**config.mk**
```make
export PLATFORM = sky130hd
export DESIGN_NAME = cpu_clock_gen
export DESIGN_NICKNAME = d
export VERILOG_FILES = /design/src/rtl/cpu_clock_gen.sv
export SDC_FILE = /design/constraint.sdc
export NUM_CORES = 1
export LEC_CHECK = 0
export CAP_MARGIN = 0
export CORE_AREA = 10 10 102 104
export DETAILED_ROUTE_END_ITERATION = 12
export DIE_AREA = 0 0 112 114
export PLACE_DENSITY = 0.68
export SETUP_SLACK_MARGIN = 0.02
export SYNTH_ARGS = -nofsm -noshare
export SYNTH_HDL_FRONTEND = slang
export SYNTH_SLANG_ARGS = --single-unit
```
**constraint.sdc**
```tcl
create_clock -name clk -period 4.9 [get_ports clk]
set_input_delay 0.98 -clock clk [delete_from_list [all_inputs] [get_ports clk]]
set_output_delay 0.98 -clock clk [all_outputs]
set_load 0.005 [all_outputs]
```
**src/rtl/cpu_clock_gen.sv**
```systemverilog
`default_nettype none
// ============================================================================
//  Module      : cpu_clock_gen
//  Description : Bus-clock generator for the 8-bit CPU. Produces a free-run
//                bus clock with selectable speed, a debounced single-step
//                mode and a latched halt, plus edge pulses and a wrapping
//                count of bus-clock rising edges.
//  Revision    : 1.0  initial release
// ============================================================================
module cpu_clock_gen #(
  parameter int MIN_LOG2    = 18,
  parameter int SPEED_BITS  = 3,
  parameter int DB_WIDTH    = 20,
  parameter int COUNT_WIDTH = 16
) (
  input  logic                   clk,
  input  logic                   rst,
  input  logic                   run_mode,
  input  logic [SPEED_BITS-1:0]  speed,
  input  logic                   step_btn,
  input  logic                   hlt,
  output logic                   bus_clk,
  output logic                   control_clk,
  output logic                   bus_rise,
  output logic                   bus_fall,
  output logic                   halted,
  output logic [COUNT_WIDTH-1:0] cycle_count
);

  // Prescaler must hold the largest half-period: 2^(MIN_LOG2 + 2^SPEED_BITS - 1).
  localparam int                PW         = MIN_LOG2 + (1 << SPEED_BITS);
  localparam logic [PW-1:0]     ONE        = PW'(1);
  localparam logic [PW-1:0]     STEP_LIMIT = PW'((64'd1 << MIN_LOG2) - 64'd1);
  localparam logic [DB_WIDTH-1:0] DB_MAX   = '1;
  localparam logic [COUNT_WIDTH-1:0] CNT_ONE = COUNT_WIDTH'(1);

  typedef enum logic [1:0] {
    S_LOW       = 2'd0,
    S_HIGH_RUN  = 2'd1,
    S_HIGH_STEP = 2'd2,
    S_HALTED    = 2'd3
  } state_e;

  state_e                 state_q;
  logic [PW-1:0]          presc_q;
  logic                   bus_q;
  logic                   ctrl_q;
  logic                   rise_q;
  logic                   fall_q;
  logic                   halted_q;
  logic [COUNT_WIDTH-1:0] count_q;

  logic                   sync1_q;
  logic                   sync2_q;
  logic                   db_level_q;
  logic [DB_WIDTH-1:0]    db_cnt_q;

  logic [PW-1:0]          presc_limit;
  logic [PW-1:0]          presc_inc;
  logic                   db_rise;

  // Speed is applied combinationally so a change takes effect immediately;
  // the >= compare handles a count already beyond a newly lowered limit.
  assign presc_limit = (ONE << (MIN_LOG2 + int'(speed))) - ONE;
  assign presc_inc   = presc_q + ONE;

  // Debounced level is about to flip 0->1 on this edge.
  assign db_rise = sync2_q & ~db_level_q & (db_cnt_q == DB_MAX);

  // Synchronise the raw button and debounce it: flip only after a full run
  // of disagreeing cycles, any agreement restarts the run.
  always_ff @(posedge clk) begin
    if (rst) begin
      sync1_q    <= 1'b0;
      sync2_q    <= 1'b0;
      db_level_q <= 1'b0;
      db_cnt_q   <= '0;
    end else begin
      sync1_q <= step_btn;
      sync2_q <= sync1_q;
      if (sync2_q != db_level_q) begin
        if (db_cnt_q == DB_MAX) begin
          db_level_q <= sync2_q;
          db_cnt_q   <= '0;
        end else begin
          db_cnt_q <= db_cnt_q + {{(DB_WIDTH-1){1'b0}}, 1'b1};
        end
      end else begin
        db_cnt_q <= '0;
      end
    end
  end

  // Phase FSM with registered bus clock, edge pulses, halt flag and counter.
  always_ff @(posedge clk) begin
    if (rst) begin
      state_q  <= S_LOW;
      presc_q  <= '0;
      bus_q    <= 1'b0;
      ctrl_q   <= 1'b1;
      rise_q   <= 1'b0;
      fall_q   <= 1'b0;
      halted_q <= 1'b0;
      count_q  <= '0;
    end else begin
      rise_q <= 1'b0;
      fall_q <= 1'b0;
      case (state_q)
        S_LOW: begin
          if (hlt) begin
            state_q  <= S_HALTED;
            halted_q <= 1'b1;
            presc_q  <= '0;
          end else if (run_mode) begin
            if (presc_q >= presc_limit) begin
              state_q <= S_HIGH_RUN;
              presc_q <= '0;
              bus_q   <= 1'b1;
              ctrl_q  <= 1'b0;
              rise_q  <= 1'b1;
              count_q <= count_q + CNT_ONE;
            end else begin
              presc_q <= presc_inc;
            end
          end else if (db_rise) begin
            state_q <= S_HIGH_STEP;
            presc_q <= '0;
            bus_q   <= 1'b1;
            ctrl_q  <= 1'b0;
            rise_q  <= 1'b1;
            count_q <= count_q + CNT_ONE;
          end
        end
        S_HIGH_RUN, S_HIGH_STEP: begin
          // A high phase keeps the length rule of the state it started in.
          if (presc_q >= ((state_q == S_HIGH_RUN) ? presc_limit : STEP_LIMIT)) begin
            state_q <= S_LOW;
            presc_q <= '0;
            bus_q   <= 1'b0;
            ctrl_q  <= 1'b1;
            fall_q  <= 1'b1;
          end else begin
            presc_q <= presc_inc;
          end
        end
        default: begin
          // Halted: only reset leaves this state.
          halted_q <= 1'b1;
        end
      endcase
    end
  end

  assign bus_clk     = bus_q;
  assign control_clk = ctrl_q;
  assign bus_rise    = rise_q;
  assign bus_fall    = fall_q;
  assign halted      = halted_q;
  assign cycle_count = count_q;

endmodule
`default_nettype wire

```
==> results_dict.tcl <==
set metrics [dict create \
    status "finished, final reports clean" \
    drive_gt1_share_pct 9.60 \
    cts.path.max_buffers 2 \
    worst_setup_path_end_kind "register" \
    coreArea_um2 8470 \
    multi_input_area_um2 2540 \
    syn_nets 522 \
    cts_max_level 3 \
    rsz0062_at_grt "yes" \
    fmax_ghz 0.218 \
    die_w_um 112 \
    drc 0 \
    criticalPathCategory "input pin to register" \
    ant_nets 0 \
    synth_ff_type "dfxtp_1" \
    grt_pass1_wl_um 15600 \
    clock_sinks 72 \
    ctsHoldBuffers 0 \
    final_cells 629 \
    async_reset_ff_share_pct 0 \
    fin_tns_setup_ps 0 \
    reg2reg_setup_slack_ps 1930 \
    p_leak_nw 1.70 \
    vias 3518 \
    grt.total_usage_pct 14.2 \
    clk_pin_slew_ps 80 \
    syn_area_per_cell_um2 8.54 \
    cap_violations 0 \
    cts_setup_buffers 0 \
    seq_area_um2 1440 \
    ios 29 \
    insertion_delay_ps 350 \
    worstPathArrival_ps 4830 \
    reg2reg_to "presc_q[17]$_SDFFE_PP0P_" \
    numPlacedInstances 613 \
    fin_util_pct 56.3 \
    hold_class "register to register" \
    ir_drop_uv 166 \
    dieArea_um2 12800 \
    cts_tree "built" \
    portBuffers 28 \
    worst-r2r-cell-count 12 \
    fin_nets 557 \
    powerDensity_nw_per_um2 300 \
    worst_ep_required_time_ps 5140 \
    ys_seq_elements 72 \
    fin_skew_ps 11.8 \
    root_buffer "clkbuf_8" \
    worstPathMaxFanout 10 \
    synth-seq-area-share_pct 35.1 \
    die_h_um 114 \
    grt_antenna_before_repair 0 \
    dp.final_hpwl_um 6430 \
    slew_viol_final 0 \
    final_cell_mix "dfxtp_1 (72), nor2_1 (60), nand2_1 (36), ha_1 (33), xnor2_1 (29)" \
    slew_headroom_pct 46.5 \
    start_util_pct 48.5 \
    fillers 784 \
    first_iter_violations 193 \
    post_cts_resized 0 \
    final_common_cell "dfxtp_1" \
    fin_crit_sh_pct 93.7 \
    grt_start_max_net_pins 30 \
    via_per_inst 5.59 \
    netlist_instances 481 \
    r2r-start "state_q[1]$_SDFFE_PP0P_" \
    finalHoldViolations 0 \
    n_antenna_cell 0 \
    yosysUniqueCellTypes 57 \
    finalWirelength_um 8770 \
    crit_path_start "speed[1]" \
    cp-start-kind "input pin" \
    cp-endpoint "cycle_count[5]$_SDFFE_PP0P_" \
    dr.pass1.iters 4 \
    wl_per_cell_um 13.9 \
    synth_warnings 0 \
    grt_overflow 0 \
    cts_made_buffers 9 \
    grt_pass1_vias 3420 \
    synth-edff-count 0 \
    syn-cell-area_um2 4110 \
    finalWeightedCongestion 0.944 \
    setup_violations 0 \
    tightest_slew_ps 803 \
    final.min_clock_period_ps 4590 \
    syn_to_final_growth_pct 16.0 \
    row_count 34 \
]
-- how the worst min path moves through the flow --
| stage | from | end | slack (ps) | depth (start not counted) |
|---|---|---|---|---|
| after floorplan | sync1_q$_SDFF_PP0_ | sync2_q$_SDFF_PP0_ | 410 | 1 |
| after global placement | sync1_q$_SDFF_PP0_ | sync2_q$_SDFF_PP0_ | 430 | 1 |
| after detailed placement | sync1_q$_SDFF_PP0_ | sync2_q$_SDFF_PP0_ | 440 | 1 |
| after CTS | sync1_q$_SDFF_PP0_ | sync2_q$_SDFF_PP0_ | 460 | 1 |
| after global routing | sync1_q$_SDFF_PP0_ | sync2_q$_SDFF_PP0_ | 480 | 1 |
| final | sync1_q$_SDFF_PP0_ | sync2_q$_SDFF_PP0_ | 460 | 1 |
-- logic make-up (layout without fill, tap and decap cells) --
logic type      Yosys count  in the layout  share of synthesized area [%]
simple gates            225            225                           29.1
mux                       2              2                          0.487
flops                    72             72                           35.1
buf+inv                  33             73                           3.32
fa+ha+maj                33             33                           10.0
compound gates           73             73                           12.8
xor+xnor                 43             43                           9.17
-- sequential cells by signal (all words and copies together) (netlist names) --
register	cells
presc_q	26
db_cnt_q	20
cycle_count	16
state_q	2
bus_clk	1
bus_fall	1
bus_rise	1
control_clk	1
db_level_q	1
halted	1
sync1_q	1
sync2_q	1
-- per-layer routing --
metal / up-vias / share of wire (%) / GRT usage, %
li1: 1791 / - / -
met1: 1653 / 46 / 16.8
met2: 59 / 48 / 24.3
met3: 15 / 3.9 / 4.09
met4: 0 / 1.5 / 4.40
met5: - / 0 / 0
-- report_power, final --
group / leakage, nW / internal [W] / total [W] / switching (W)
sequential: 0.582 / 0.000609 / 0.000626 / 0.0000173
clock: 0.0989 / 0.000250 / 0.000478 / 0.000228
combinational: 1.02 / 0.000136 / 0.000323 / 0.000188
total: 1.70 / 0.000995 / 0.00143 / 0.000433
-- through the flow --
| stage | power (W) | hold slack [ps] | area (um^2) | setup slack [ps] |
|---|---|---|---|---|
| final | 0.00143 | 460 | 4760 | 309 |
| after global routing | 0.00150 | 479 | 4760 | 6.60 |
| after CTS | 0.00144 | 461 | 4760 | 273 |
| after detailed placement | 0.000963 | 444 | 4550 | -76.2 |
| after global placement | 0.000957 | 430 | 4550 | 20.1 |
| after floorplan | 0.000857 | 414 | 4110 | 614 |
-- cells in the mapped netlist (all sizes together), types with 3 or more instances --
library cell | number | area (um^2)
xor2 | 14 | 123
or2 | 10 | 65.1
or3 | 8 | 50.1
buf | 6 | 35.0
o311ai | 4 | 35.0
nor2b | 5 | 31.3
nand2b | 6 | 37.5
nor4 | 11 | 98.8
nor4b | 5 | 43.8
o21ai | 15 | 75.1
and3 | 6 | 37.5
xnor2 | 29 | 254
nor3 | 19 | 95.1
nand3 | 24 | 120
clkbuf | 10 | 37.5
o31ai | 3 | 22.5
nor2 | 60 | 225
o41ai | 4 | 35.0
a211oi | 4 | 35.0
nand2 | 36 | 135
ha | 33 | 413
inv | 17 | 63.8
and4 | 3 | 26.3
nand4 | 21 | 150
and2 | 5 | 31.3
a21oi | 21 | 109
dfxtp | 72 | 1440
or4 | 4 | 33.8
-- final cells by class --
| type | count | share of cell area, % |
|---|---|---|
| clock buffer | 10 | 2.89 |
| clock inverter | 6 | 1.42 |
| inverter | 17 | 1.34 |
| multi-input combinational | 376 | 53.2 |
| sequential | 72 | 30.3 |
| tap | 108 | 2.84 |
| timing repair buffer | 40 | 8.04 |
-- worst max-delay path, stage by stage --
cell	delay, ps
clkdlybuf4s50_1	480
inv_1	70
ha_1	330
nor4b_1	400
inv_1	140
ha_1	230
nor2_1	90
nor3_1	60
xnor2_1	140
ha_1	280
nand4_1	130
nor3_2	280
nand4_2	200
a211o_1	380
buf_4	180
o31a_1	290
o21a_1	170
Power figures use the tool's default switching activity.
